===== config.mk =====
export PLATFORM = sky130hd
export DESIGN_NAME = ysyx_22050019_icache_rd_slave_flat
export DESIGN_NICKNAME = d
export VERILOG_FILES = /design/src/rtl/ysyx_22050019_icache_rd_slave_if.sv /design/src/rtl/ysyx_22050019_icache_rd_slave.sv /design/src/flat_wrapper.sv
export SDC_FILE = /design/constraint.sdc
export NUM_CORES = 1
export LEC_CHECK = 0
export ABC_AREA = 1
export BUFFER_PORTS_ARGS = -buffer_cell sky130_fd_sc_hd__buf_4
export CORE_ASPECT_RATIO = 1.25
export CORE_UTILIZATION = 40
export DETAILED_ROUTE_END_ITERATION = 10
export SLEW_MARGIN = 30
export SYNTH_ARGS = -nofsm -noshare
export SYNTH_HDL_FRONTEND = slang
export SYNTH_SLANG_ARGS = --single-unit

===== constraint.sdc =====
create_clock -name clk -period 9.6 [get_ports clk]
set_clock_uncertainty 0.15 [all_clocks]
set_input_delay 0.48 -clock clk [delete_from_list [all_inputs] [get_ports clk]]
set_output_delay 0.48 -clock clk [all_outputs]
set_load 0.05 [all_outputs]

===== src/rtl/ysyx_22050019_icache_rd_slave_if.sv =====
// Read-address / read-data channel pair between the icache refill master and the memory-side responder.
interface ysyx_22050019_icache_rd_slave_if #(
    parameter int unsigned ADDR_WIDTH = 32,
    parameter int unsigned DATA_WIDTH = 64,
    parameter int unsigned LEN_WIDTH  = 8
);
    logic                  ar_valid_i;
    logic                  ar_ready_o;
    logic [ADDR_WIDTH-1:0] ar_addr_i;
    logic [LEN_WIDTH-1:0]  ar_len_i;

    logic                  r_valid_o;
    logic                  r_ready_i;
    logic [DATA_WIDTH-1:0] r_data_o;
    logic [1:0]            r_resp_o;
    logic                  r_last_o;

    modport master (
        output ar_valid_i, ar_addr_i, ar_len_i, r_ready_i,
        input  ar_ready_o, r_valid_o, r_data_o, r_resp_o, r_last_o
    );

    modport slave (
        input  ar_valid_i, ar_addr_i, ar_len_i, r_ready_i,
        output ar_ready_o, r_valid_o, r_data_o, r_resp_o, r_last_o
    );
endinterface


===== src/rtl/ysyx_22050019_icache_rd_slave.sv =====
// Memory-side burst read responder for the icache refill port, one outstanding burst at a time.
// Define ICACHE_RD_SLAVE_WRAP_EN for critical-word-first wrapping bursts (len+1 in {2,4,8,16}).
module ysyx_22050019_icache_rd_slave #(
    parameter int unsigned           ADDR_WIDTH = 32,
    parameter int unsigned           DATA_WIDTH = 64,
    parameter int unsigned           LEN_WIDTH  = 8,
    parameter logic [ADDR_WIDTH-1:0] MEM_BASE   = ADDR_WIDTH'(32'h8000_0000),
    parameter logic [ADDR_WIDTH-1:0] MEM_SIZE   = ADDR_WIDTH'(32'h0800_0000)
) (
    input  logic                  clk,
    input  logic                  rst,
    ysyx_22050019_icache_rd_slave_if.slave bus,
    output logic                  mem_req_o,
    output logic [ADDR_WIDTH-1:0] mem_addr_o,
    input  logic [DATA_WIDTH-1:0] mem_rdata_i
);
    localparam logic [1:0] RESP_OKAY   = 2'b00;
    localparam logic [1:0] RESP_SLVERR = 2'b10;

    typedef enum logic [1:0] {S_IDLE, S_REQ, S_WAIT, S_RESP} state_t;

    state_t                state;
    logic [ADDR_WIDTH-1:0] addr_q;
    logic [LEN_WIDTH-1:0]  len_q;
    logic [LEN_WIDTH-1:0]  cnt_q;
    logic                  ar_ready_q;
    logic                  r_valid_q;
    logic [DATA_WIDTH-1:0] r_data_q;
    logic [1:0]            r_resp_q;
    logic                  r_last_q;

    // Address of beat n of a burst starting at an 8-byte aligned address.
    function automatic logic [ADDR_WIDTH-1:0] beat_addr(input logic [ADDR_WIDTH-1:0] start,
                                                       input logic [LEN_WIDTH-1:0]  len,
                                                       input logic [LEN_WIDTH-1:0]  n);
        logic [ADDR_WIDTH-1:0] incr;
        logic [ADDR_WIDTH-1:0] mask;
        logic                  wrap;
        incr = start + (ADDR_WIDTH'(n) << 3);
        mask = ADDR_WIDTH'({len, 3'b111});
`ifdef ICACHE_RD_SLAVE_WRAP_EN
        wrap = (len == LEN_WIDTH'(1)) || (len == LEN_WIDTH'(3)) ||
               (len == LEN_WIDTH'(7)) || (len == LEN_WIDTH'(15));
`else
        wrap = 1'b0;
`endif
        beat_addr = wrap ? ((start & ~mask) | (incr & mask)) : incr;
    endfunction

    function automatic logic in_range(input logic [ADDR_WIDTH-1:0] a);
        in_range = (a - MEM_BASE) < MEM_SIZE;
    endfunction

    logic [ADDR_WIDTH-1:0] start_aligned;
    logic [ADDR_WIDTH-1:0] first_addr;
    logic [ADDR_WIDTH-1:0] next_addr;
    logic [LEN_WIDTH-1:0]  cnt_next;

    assign start_aligned = bus.ar_addr_i & ~ADDR_WIDTH'(7);
    assign first_addr    = beat_addr(start_aligned, bus.ar_len_i, '0);
    assign cnt_next      = cnt_q + LEN_WIDTH'(1);
    assign next_addr     = beat_addr(addr_q, len_q, cnt_next);

    // mem_req_o/mem_addr_o are loaded on entry to S_REQ, so they are pure flop outputs while there.
    always_ff @(posedge clk or negedge rst) begin
        if (!rst) begin
            state      <= S_IDLE;
            addr_q     <= '0;
            len_q      <= '0;
            cnt_q      <= '0;
            ar_ready_q <= 1'b1;
            r_valid_q  <= 1'b0;
            r_data_q   <= '0;
            r_resp_q   <= RESP_OKAY;
            r_last_q   <= 1'b0;
            mem_req_o  <= 1'b0;
            mem_addr_o <= '0;
        end else begin
            case (state)
                S_IDLE: begin
                    if (bus.ar_valid_i && ar_ready_q) begin
                        addr_q     <= start_aligned;
                        len_q      <= bus.ar_len_i;
                        cnt_q      <= '0;
                        ar_ready_q <= 1'b0;
                        mem_req_o  <= in_range(first_addr);
                        if (in_range(first_addr)) mem_addr_o <= first_addr;
                        state      <= S_REQ;
                    end
                end
                S_REQ: begin
                    if (mem_req_o) begin
                        mem_req_o <= 1'b0;
                        state     <= S_WAIT;
                    end else begin
                        r_data_q  <= '0;
                        r_resp_q  <= RESP_SLVERR;
                        r_valid_q <= 1'b1;
                        r_last_q  <= (cnt_q == len_q);
                        state     <= S_RESP;
                    end
                end
                S_WAIT: begin
                    r_data_q  <= mem_rdata_i;
                    r_resp_q  <= RESP_OKAY;
                    r_valid_q <= 1'b1;
                    r_last_q  <= (cnt_q == len_q);
                    state     <= S_RESP;
                end
                S_RESP: begin
                    if (bus.r_ready_i) begin
                        r_valid_q <= 1'b0;
                        if (r_last_q) begin
                            ar_ready_q <= 1'b1;
                            state      <= S_IDLE;
                        end else begin
                            cnt_q     <= cnt_next;
                            mem_req_o <= in_range(next_addr);
                            if (in_range(next_addr)) mem_addr_o <= next_addr;
                            state     <= S_REQ;
                        end
                    end
                end
                default: state <= S_IDLE;
            endcase
        end
    end

    assign bus.ar_ready_o = ar_ready_q;
    assign bus.r_valid_o  = r_valid_q;
    assign bus.r_data_o   = r_data_q;
    assign bus.r_resp_o   = r_resp_q;
    assign bus.r_last_o   = r_last_q;
endmodule


===== src/flat_wrapper.sv =====
// flat-port wrapper written by rule: the top's interface ports become plain ports
module ysyx_22050019_icache_rd_slave_flat 
#(
    parameter int unsigned           ADDR_WIDTH = 32,
    parameter int unsigned           DATA_WIDTH = 64,
    parameter int unsigned           LEN_WIDTH  = 8,
    parameter logic [ADDR_WIDTH-1:0] MEM_BASE   = ADDR_WIDTH'(32'h8000_0000),
    parameter logic [ADDR_WIDTH-1:0] MEM_SIZE   = ADDR_WIDTH'(32'h0800_0000)
)
  (clk, rst, mem_req_o, mem_addr_o, mem_rdata_i, bus_ar_valid_i, bus_ar_addr_i, bus_ar_len_i, bus_r_ready_i, bus_ar_ready_o, bus_r_valid_o, bus_r_data_o, bus_r_resp_o, bus_r_last_o);
  ysyx_22050019_icache_rd_slave_if #(.ADDR_WIDTH(ADDR_WIDTH), .DATA_WIDTH(DATA_WIDTH), .LEN_WIDTH(LEN_WIDTH)) bus_i ();
  input  logic clk;
  input  logic rst;
  output logic mem_req_o;
  output logic [ADDR_WIDTH-1:0] mem_addr_o;
  input  logic [DATA_WIDTH-1:0] mem_rdata_i;
  input wire logic [$bits(bus_i.ar_valid_i)-1:0] bus_ar_valid_i;
  input wire logic [$bits(bus_i.ar_addr_i)-1:0] bus_ar_addr_i;
  input wire logic [$bits(bus_i.ar_len_i)-1:0] bus_ar_len_i;
  input wire logic [$bits(bus_i.r_ready_i)-1:0] bus_r_ready_i;
  output wire logic [$bits(bus_i.ar_ready_o)-1:0] bus_ar_ready_o;
  output wire logic [$bits(bus_i.r_valid_o)-1:0] bus_r_valid_o;
  output wire logic [$bits(bus_i.r_data_o)-1:0] bus_r_data_o;
  output wire logic [$bits(bus_i.r_resp_o)-1:0] bus_r_resp_o;
  output wire logic [$bits(bus_i.r_last_o)-1:0] bus_r_last_o;
  assign bus_i.ar_valid_i = bus_ar_valid_i;
  assign bus_i.ar_addr_i = bus_ar_addr_i;
  assign bus_i.ar_len_i = bus_ar_len_i;
  assign bus_i.r_ready_i = bus_r_ready_i;
  assign bus_ar_ready_o = bus_i.ar_ready_o;
  assign bus_r_valid_o = bus_i.r_valid_o;
  assign bus_r_data_o = bus_i.r_data_o;
  assign bus_r_resp_o = bus_i.r_resp_o;
  assign bus_r_last_o = bus_i.r_last_o;
  ysyx_22050019_icache_rd_slave #(.ADDR_WIDTH(ADDR_WIDTH), .DATA_WIDTH(DATA_WIDTH), .LEN_WIDTH(LEN_WIDTH), .MEM_BASE(MEM_BASE), .MEM_SIZE(MEM_SIZE)) u_core (.clk(clk), .rst(rst), .bus(bus_i), .mem_req_o(mem_req_o), .mem_addr_o(mem_addr_o), .mem_rdata_i(mem_rdata_i));
endmodule

; Word-level counts from Yosys, hierarchy flattened
; Cells that the tools add are included.
[totals]
register_bits = 149
output_inout_bits = 102
wordCells = 74
[op_classes]
add_sub_neg = 4
magnitude_cmp = 2
n_eq_ne = 11
mux = 32
n_reduce_logical = 14
[op_table]
columns = op, n
row1 = $mux 32, 5
row2 = $pmux 64 s2, 1
row3 = $lt 32x28->1 const B, 2
row4 = $mux 64, 1
row5 = $pmux 32 s2, 1
row6 = $sub 32x32->32 const B, 2
row7 = $add 32x11->32, 1
row8 = $mux 8, 3
row9 = $pmux 8 s2, 1
row10 = $reduce_and 4->1, 3
row11 = $mux 1, 11
row12 = $add 8x1->8 const B, 1
row13 = $eq 8x8->1, 1
row14 = $ne 2x1->1 const B, 4
row15 = $pmux 2 s4, 1
row16 = $mux 2, 3
row17 = $ne 2x2->1 const B, 3
row18 = $pmux 1 s3, 2
row19 = $reduce_and 2->1, 3
row20 = $reduce_and 6->1, 1
row21 = $reduce_bool 3->1, 2
row22 = $eq 2x2->1 const B, 2
row23 = $pmux 1 s2, 2
row24 = $pmux 2 s2, 1
row25 = 5 further kinds, 6

; Logic depth before layout (Yosys ltp)
; Gate-level depths: netlist of run 1.
[logic_depth]
depth_word = 8
depth_mapped = 25
depth_no_buf = 24

; Worst setup path after synthesis of run 1
; Ideal clock, no wire load.
[synth_timing]
path_kind = register -> register
start = register u_core.cnt_q[2]
end = register u_core.mem_addr_o[10]
setup_time_ps = 118
t_arrival_ps = 2805
required_ps = 9332
slack_ps = 6527
path_stages_with_launch = 25
path_buffers = 1
path_cell_list = dfrtp_1 -> inv_1 -> nor3_1 -> nand3_1 -> nor2_1 -> nand2_1 -> xor2_1 -> inv_1 -> ha_1 -> nand2_1 -> nor2_1 -> nand3_1 -> nand2_1 -> nand2_1 -> nand2_1 -> nand2_1 -> clkinv_1 -> nand2_2 -> nor2_4 -> nand2_4 -> nand2_4 -> nand2_2 -> buf_4 -> nand2_1 -> nand2_1
[synth_via]
elab_chain_cells = 6
[synth_lines]
columns = item, line_no
row1 = "start, declared", ysyx_22050019_icache_rd_slave.sv:25  ; logic [LEN_WIDTH-1:0] cnt_q;
row2 = "start signal, assigned", ysyx_22050019_icache_rd_slave.sv:117  ; cnt_q <= cnt_next;
row3 = $add 8x1->8 (*), ysyx_22050019_icache_rd_slave.sv:61  ; assign cnt_next = cnt_q + LEN_WIDTH'(1);
row4 = $add 32x11->32 (*), ysyx_22050019_icache_rd_slave.sv:39  ; incr = start + (ADDR_WIDTH'(n) << 3);
row5 = $sub 32x32->32 / $mux 32 (equally long branches), "ysyx_22050019_icache_rd_slave.sv:51, ysyx_22050019_icache_rd_slave.sv:119"
row6 = $lt 32x28->1 / $mux 32 (equally long branches), "ysyx_22050019_icache_rd_slave.sv:51, ysyx_22050019_icache_rd_slave.sv:113"
row7 = $ne 2x1->1 (no line) / $mux 32 (equally long branches), -
row8 = $reduce_and 6->1 (no line) / $pmux 32 s2 (equally long branches), -
row9 = "end signal, assigned", ysyx_22050019_icache_rd_slave.sv:87  ; if (in_range(first_addr)) mem_addr_o <= first_addr;
row10 = "end signal, assigned", ysyx_22050019_icache_rd_slave.sv:119  ; if (in_range(next_addr)) mem_addr_o <= next_addr;
row11 = "end, declared", ysyx_22050019_icache_rd_slave.sv:14  ; output logic [ADDR_WIDTH-1:0] mem_addr_o,
; Every way passes the cells marked *; elsewhere a longest branch is shown, timed or not. The select of a mux whose other input is x is not followed.
; A chain may end at the register's enable or synchronous reset.

; Final worst setup path of run 1
[layout_timing]
start = register u_core.cnt_q[2]
end = register u_core.mem_addr_o[17]
; Same word-level chain as after synthesis.

==> impl_metrics.toml, run 1 <==
[outcome]
status = "finished clean"

[final_layout]
antennaDiodeCount = 0
final.fill_count = 1785
finish.utilization = 0.5360
drive_gt1_frac = 0.2405
nNetsFinal = 1273
finalNonFillerCells = 1392
final_cell_mix = "333 x nand2_1, 206 x buf_4, 144 x dfrtp_1"
mostFrequentLayoutCell = "nand2_1"
area.growth.synth_to_final_pct = 30.92

[sta]
max_slew_margin = 0.4623
timing.final.hold_violations = 0
tightest_slew_ns = 0.8066
period_minus_slack_ns = 3.931
tns_ns = 0
grt_setup_unrepaired = "no"
fin_crit_sh = 0.4095
maxClockFrequency_mhz = 254.4
setup_viol_count_final = 0
report.final.slew_viol_count = 0

[die]
std_cell_rows = 55
initial_utilization = 0.4094
floorplan.die.width_um = 123.7
fp.dieH_um = 154.2
core-area_um2 = 18100
io_pins = 210
die_area_um2 = 19080

[route]
drt-vias-per-instance = 4.803
remaining_drc_errors = 0
post_drt_wl_per_cell_um = 14.30
antenna_left = 0
routed_wl_mm = 19.91
drt_pass_1_iters = 4
first_iter_violations = 278
num_vias = 6686

[power]
p_total_mw = 3.540
cellLeakagePower_nw = 5.271
power_per_standard_cell_area_nw_per_um2 = 365.0
power.ir.vdd_worst_uv = 181.0

[clock_network]
cts-htree-levels = 4
cts_resized = 0
clk-insertion-delay-late_ns = 0.43
ctsLongestPathBuffers = 2
postCtsHoldBufs = 1
clock_sink_count = 145
cts_inserted_buffers = 17
tritoncts = "built"
root_buffer = "clkbuf_16"
post_cts_setup_bufs = 0
worst_setup_hold_path_clk_slew_ns = 0.06

[worst_setup_path]
destination_of_the_worst_register_to_register_timing_path = "u_core.mem_addr_o[17]$_DFFE_PN0P_"
end_kind = "flip-flop"
path_max_fanout = 31
required_ns = 9.77
cp.arrival_ns = 4.11
r2r-start = "u_core.cnt_q[2]$_DFFE_PN0P_"
regToRegSetupSlack_ns = 5.67
rr_worst_depth = 23
worstSetupPathType = "reg2reg"
startpoint_type = "flip-flop"

[min_path]
timing.hold.worst_path_depth = 3
holdPathEnd = "u_core.bus.r_data_o[4]$_DFFE_PN0P_"
min-delay-start = "mem_rdata_i[4]"
hold_path_class = "in2reg"

[synth]
yosys_warnings = 0
synth_top_cell_area_share = 0.4863
ys_seq_elements = 145
syn_area_per_cell_um2 = 7.702
synth.distinct_cells = 40
syn-instance-count = 962
synth_top_area_cell = "dfrtp_1"
post_synth_main_area_contributors = "dfrtp_1 49%, nand2_1 17%, nand3_1 7.5%"
synthesis.area_um2 = 7410
synth_sequential_area_ratio = 0.4899

[place]
numPortBuffers = 202
finalWeightedCongestion = 0.9379
dp.cells = 1359
post-dp-hpwl_mm = 14.02

[global_route]
grt_max_degree = 83
grt_overflow = 0
grtUsageTotal = 0.2224
antenna_found_initial = 0
first_pass_grt_wire_length_mm = 32.67
first_global_vias = 6615

[flow_run]
maxCapViolations = 0
[state kept, by name, summed over array words and instances (netlist names), 2 cells and up]
name	count
u_core.addr_q	29
u_core.bus.r_data_o	64
u_core.cnt_q	8
u_core.len_q	8
u_core.mem_addr_o	29
u_core.state	2
[worst max path at each step]
stage	start	endpoint	slack, ns	cells after the start
2_1_floorplan	u_core.cnt_q[2]$_DFFE_PN0P_	u_core.mem_addr_o[10]$_DFFE_PN0P_	6.53	24
3_3_place_gp	u_core.cnt_q[2]$_DFFE_PN0P_	u_core.mem_addr_o[17]$_DFFE_PN0P_	5.66	23
3_5_place_dp	u_core.cnt_q[2]$_DFFE_PN0P_	u_core.mem_addr_o[17]$_DFFE_PN0P_	5.63	23
4_1_cts	u_core.cnt_q[2]$_DFFE_PN0P_	u_core.mem_addr_o[17]$_DFFE_PN0P_	5.62	23
5_1_grt	u_core.cnt_q[2]$_DFFE_PN0P_	u_core.mem_addr_o[26]$_DFFE_PN0P_	5.16	24
6_report	u_core.cnt_q[2]$_DFFE_PN0P_	u_core.mem_addr_o[17]$_DFFE_PN0P_	5.67	23
[cells in the mapped netlist, drive strengths merged]
library cell	count
nand2	343
dfrtp	144
nand3	112
inv	107
o21ai	68
nor2	53
clkbuf	31
a21oi	21
ha	13
buf	10
or2	8
xor2	8
nor3	7
mux2	6
nand4	6
o22ai	5
a31oi	3
nand3b	3
xnor2	3
and2	2
a221o	1
clkinv	1
conb	1
dfstp	1
fa	1
nor4	1
o2111ai	1
o21bai	1
o41ai	1
[kinds of logic (layout without fill, tap and decap cells)]
| logic type | count (synthesis) | in the layout | synth area share |
|---|---|---|---|
| AOI/OAI and AO/OA | 101 | 101 | 0.07312 |
| xor gates and xnor gates | 11 | 11 | 0.01300 |
| adders and majority gates | 14 | 14 | 0.02465 |
| buffers and inverters | 149 | 348 | 0.08105 |
| DFF | 145 | 145 | 0.4899 |
| muxes | 6 | 6 | 0.009118 |
| other | 1 | 4 | 0.0005061 |
| and+or+nand+nor | 535 | 535 | 0.3087 |
[per-layer routing]
layer,vias up,track usage,share of wire
met3,33,0.07153,0.073
met2,192,0.3696,0.49
met4,0,0.08893,0.026
li1,3419,-,-
met5,-,0,0
met1,3042,0.2623,0.41
[metrics by stage]
stage / hold slack (ns) / worst slack (ns) / cell area, um^2
final: 0.1267 / 5.669 / 9701
after global routing: 0.1115 / 5.163 / 9701
after CTS: 0.1121 / 5.616 / 9701
after detailed placement: 0.3069 / 5.631 / 9081
after global placement: 0.3047 / 5.657 / 9079
after floorplan: 0.03441 / 6.527 / 7421
[layout make-up]
| class | count | area (um^2) | area share |
|---|---|---|---|
| Tap cell | 228 | 285.3 | 0.02941 |
| Sequential cell | 145 | 3630 | 0.3742 |
| Clock buffer | 18 | 429.2 | 0.04424 |
| Timing Repair Buffer | 208 | 1568 | 0.1616 |
| Clock inverter | 14 | 180.2 | 0.01857 |
| Inverter | 108 | 407.9 | 0.04205 |
| Multi-Input combinational cell | 671 | 3201 | 0.3299 |
[critical path, stage by stage, from the launching register on]
cell	delay, ns
dfrtp_1	0.41
inv_1	0.11
nor3_1	0.27
nand3_1	0.16
nor2_1	0.11
nand2_1	0.07
xor2_1	0.21
inv_1	0.08
ha_1	0.36
nand2_1	0.11
nor2_1	0.14
nand3_1	0.09
nand2_1	0.27
nand3_1	0.11
nand2_1	0.09
clkinv_1	0.07
nand2_2	0.09
nor2_4	0.04
nand2_4	0.07
nand2_4	0.09
nand2_2	0.48
nand2_1	0.11
nand2_1	0.08
inv_1	0.04
[report_power, final]
group / internal (mW) / total, mW / switching [mW]
registers: 0.861 / 1.04 / 0.180
logic: 0.537 / 1.81 / 1.27
clock network: 0.413 / 0.692 / 0.280
total: 1.81 / 3.54 / 1.73
No activity file was read; power rests on OpenSTA's default activity.
==> run 2, diff against run 1 <==
==> constraint.sdc (replaced) <==
create_clock -name clk -period 3.7 [get_ports clk]
set_clock_uncertainty 0.15 [all_clocks]
set_input_delay 0.185 -clock clk [delete_from_list [all_inputs] [get_ports clk]]
set_output_delay 0.185 -clock clk [all_outputs]
set_load 0.05 [all_outputs]
==> run 2 against run 1 <==
Sequential power rose to 2.6 times the previous value; non-clock buffer count increased by 111; combinational power grew to 2.7 times the previous value; total power grew to 2.7 times the previous value; highest routed layer unchanged.
==> impl_metrics.toml, run 2 (synthesized netlist as in run 1, its figures left out) <==
[clock_network]
cts_inserted_buffers = 17
clk-insertion-delay-late_ns = 0.43
clock_sink_count = 145
cts-htree-levels = 4
tritoncts = "built"
ctsLongestPathBuffers = 2
root_buffer = "clkbuf_16"
worst_setup_hold_path_clk_slew_ns = 0.06

[route]
antenna_left = 0
drt_pass_1_iters = 5
drt-vias-per-instance = 4.777
routed.top_layer = "met4"
detailroute.wirelength.met2_mm = 10.59
num_vias = 7180
m1WireLength_mm = 8.757
routed_wl_mm = 21.07
post_drt_wl_per_cell_um = 14.02
detailroute.wirelength.met3_mm = 1.205
remaining_drc_errors = 0
first_iter_violations = 342

[worst_setup_path]
required_ns = 3.88
cp.arrival_ns = 3.47
path_max_fanout = 31
startpoint_type = "flip-flop"
end_kind = "flip-flop"
rr_worst_depth = 25
worstSetupPathType = "reg2reg"

[power]
cellLeakagePower_nw = 5.795
power_per_standard_cell_area_nw_per_um2 = 879.1
power.ir.vdd_worst_uv = 425.6

[min_path]
hold_path_class = "in2reg"
timing.hold.worst_path_depth = 6

[die]
std_cell_rows = 55
fp.dieH_um = 154.2
die_area_um2 = 19080
floorplan.die.width_um = 123.7
core-area_um2 = 18100
initial_utilization = 0.4094
io_pins = 210

[flow_run]
maxCapViolations = 0

[final_layout]
mostFrequentLayoutCell = "nand2_1"
final.fill_count = 1609
finalNonFillerCells = 1503
final_cell_mix = "332 x nand2_1, 213 x buf_4, 144 x dfrtp_1"
antennaDiodeCount = 0
largest_register_ffs = 64
multi_input_comb_area_um2 = 3229
nNetsFinal = 1384
finish.utilization = 0.6026
drive_gt1_frac = 0.2314
post-route-cell-area_um2 = 10910
area.growth.synth_to_final_pct = 47.20
sequential_cell_area_um2 = 3630

[outcome]
status = "finished clean"

[place]
dp.cells = 1367
finalWeightedCongestion = 0.9179
numPortBuffers = 202
placed_area_um2 = 9176
post-dp-hpwl_mm = 14.27

[global_route]
grt_max_degree = 104
grt_overflow = 0
first_pass_grt_wire_length_mm = 34.59
first_global_vias = 7100
antenna_found_initial = 0
grtUsageTotal = 0.2327

[sta]
report.final.slew_viol_count = 0
max_slew_margin = 0.4478
tightest_slew_ns = 0.8283
fin_crit_sh = 0.8906
final.hold.worst_slack_ns = 0.05796
setup_viol_count_final = 0
maxClockFrequency_mhz = 303.5
timing.final.hold_violations = 0
period_minus_slack_ns = 3.295
run 2: cell types whose count changed in the layout (fill, tap and decap cells not counted), sizes merged:
cell,delta
clkbuf,+1
clkinv,-3
dlygate4sd3,+101
inv,+2
bufinv,+2
clkinvlp,-1
buf,+9
run 2: final timing paths:
path | slack [ns] | to | start
hold / removal | 0.06 | u_core.bus.r_valid_o$_DFFE_PN0P_ | bus_r_ready_i
hold reg to reg | 0.32 | u_core.bus.r_data_o[40]$_DFFE_PN0P_ | u_core.bus.r_data_o[40]$_DFFE_PN0P_
setup reg to reg | 0.40 | u_core.mem_addr_o[19]$_DFFE_PN0P_ | u_core.cnt_q[2]$_DFFE_PN0P_
setup / recovery | 0.40 | u_core.mem_addr_o[19]$_DFFE_PN0P_ | u_core.cnt_q[2]$_DFFE_PN0P_
min in group asynchronous | 0.27 | u_core.mem_addr_o[31]$_DFFE_PN0P_ | rst
max in group asynchronous | 2.33 | u_core.bus.ar_ready_o$_DFFE_PN1P_ | rst
run 2: final cells by class:
class,instances,share of cell area
clock inverter,14,0.02053
tap,228,0.02616
sequential,145,0.3328
inverter,108,0.03717
timing repair buffer,319,0.2470
multi-input combinational,671,0.2961
clock buffer,18,0.04027
run 2: layer usage:
layer / global-route usage / vias up
met5: 0 / -
met2: 0.3981 / 202
met1: 0.2740 / 3305
met3: 0.06195 / 36
li1: - / 3637
met4: 0.08950 / 0
run 2: power breakdown:
group / switching [mW] / total (mW) / internal [mW] / leakage, nW
combinational: 3.36 / 4.92 / 1.55 / 3.64
sequential: 0.480 / 2.71 / 2.23 / 1.83
clock: 0.732 / 1.96 / 1.23 / 0.322
run 2: worst max-delay path: stages, from the launching register on:
cell      delay [ns]
dfrtp_1         0.40
inv_1           0.11
nor3_4          0.20
nand3_1         0.13
nor2_1          0.10
nand2_1         0.06
xor2_1          0.17
inv_1           0.11
ha_4            0.24
nand2_1         0.13
inv_1           0.08
a21oi_1         0.19
nand2_2         0.14
nand2_1         0.08
nand2_1         0.04
nand2_1         0.06
clkinv_1        0.06
nand2_2         0.08
nor2_4          0.04
nand2_4         0.07
nand2_4         0.09
nand2_2         0.11
buf_12          0.18
nand2_1         0.07
nand2_1         0.06
inv_1           0.04
run 2: repair_timing:
item,CTS,global route
endpoints found under the setup margin,0,29
gates resized for setup,0,5
hold buffers,102,0
buffers inserted,0,2
hold endpoints to repair,223,0
run 2: stage by stage:
step / total power, mW / setup TNS, ns / setup slack (ns)
2_1_floorplan: 6.087 / 0 / 0.6270
3_3_place_gp: 7.508 / 0 / 0.2247
3_5_place_dp: 7.569 / 0 / 0.1749
4_1_cts: 9.645 / 0 / 0.1534
5_1_grt: 10.27 / -0.1145 / -0.04816
6_report: 9.589 / 0 / 0.4047
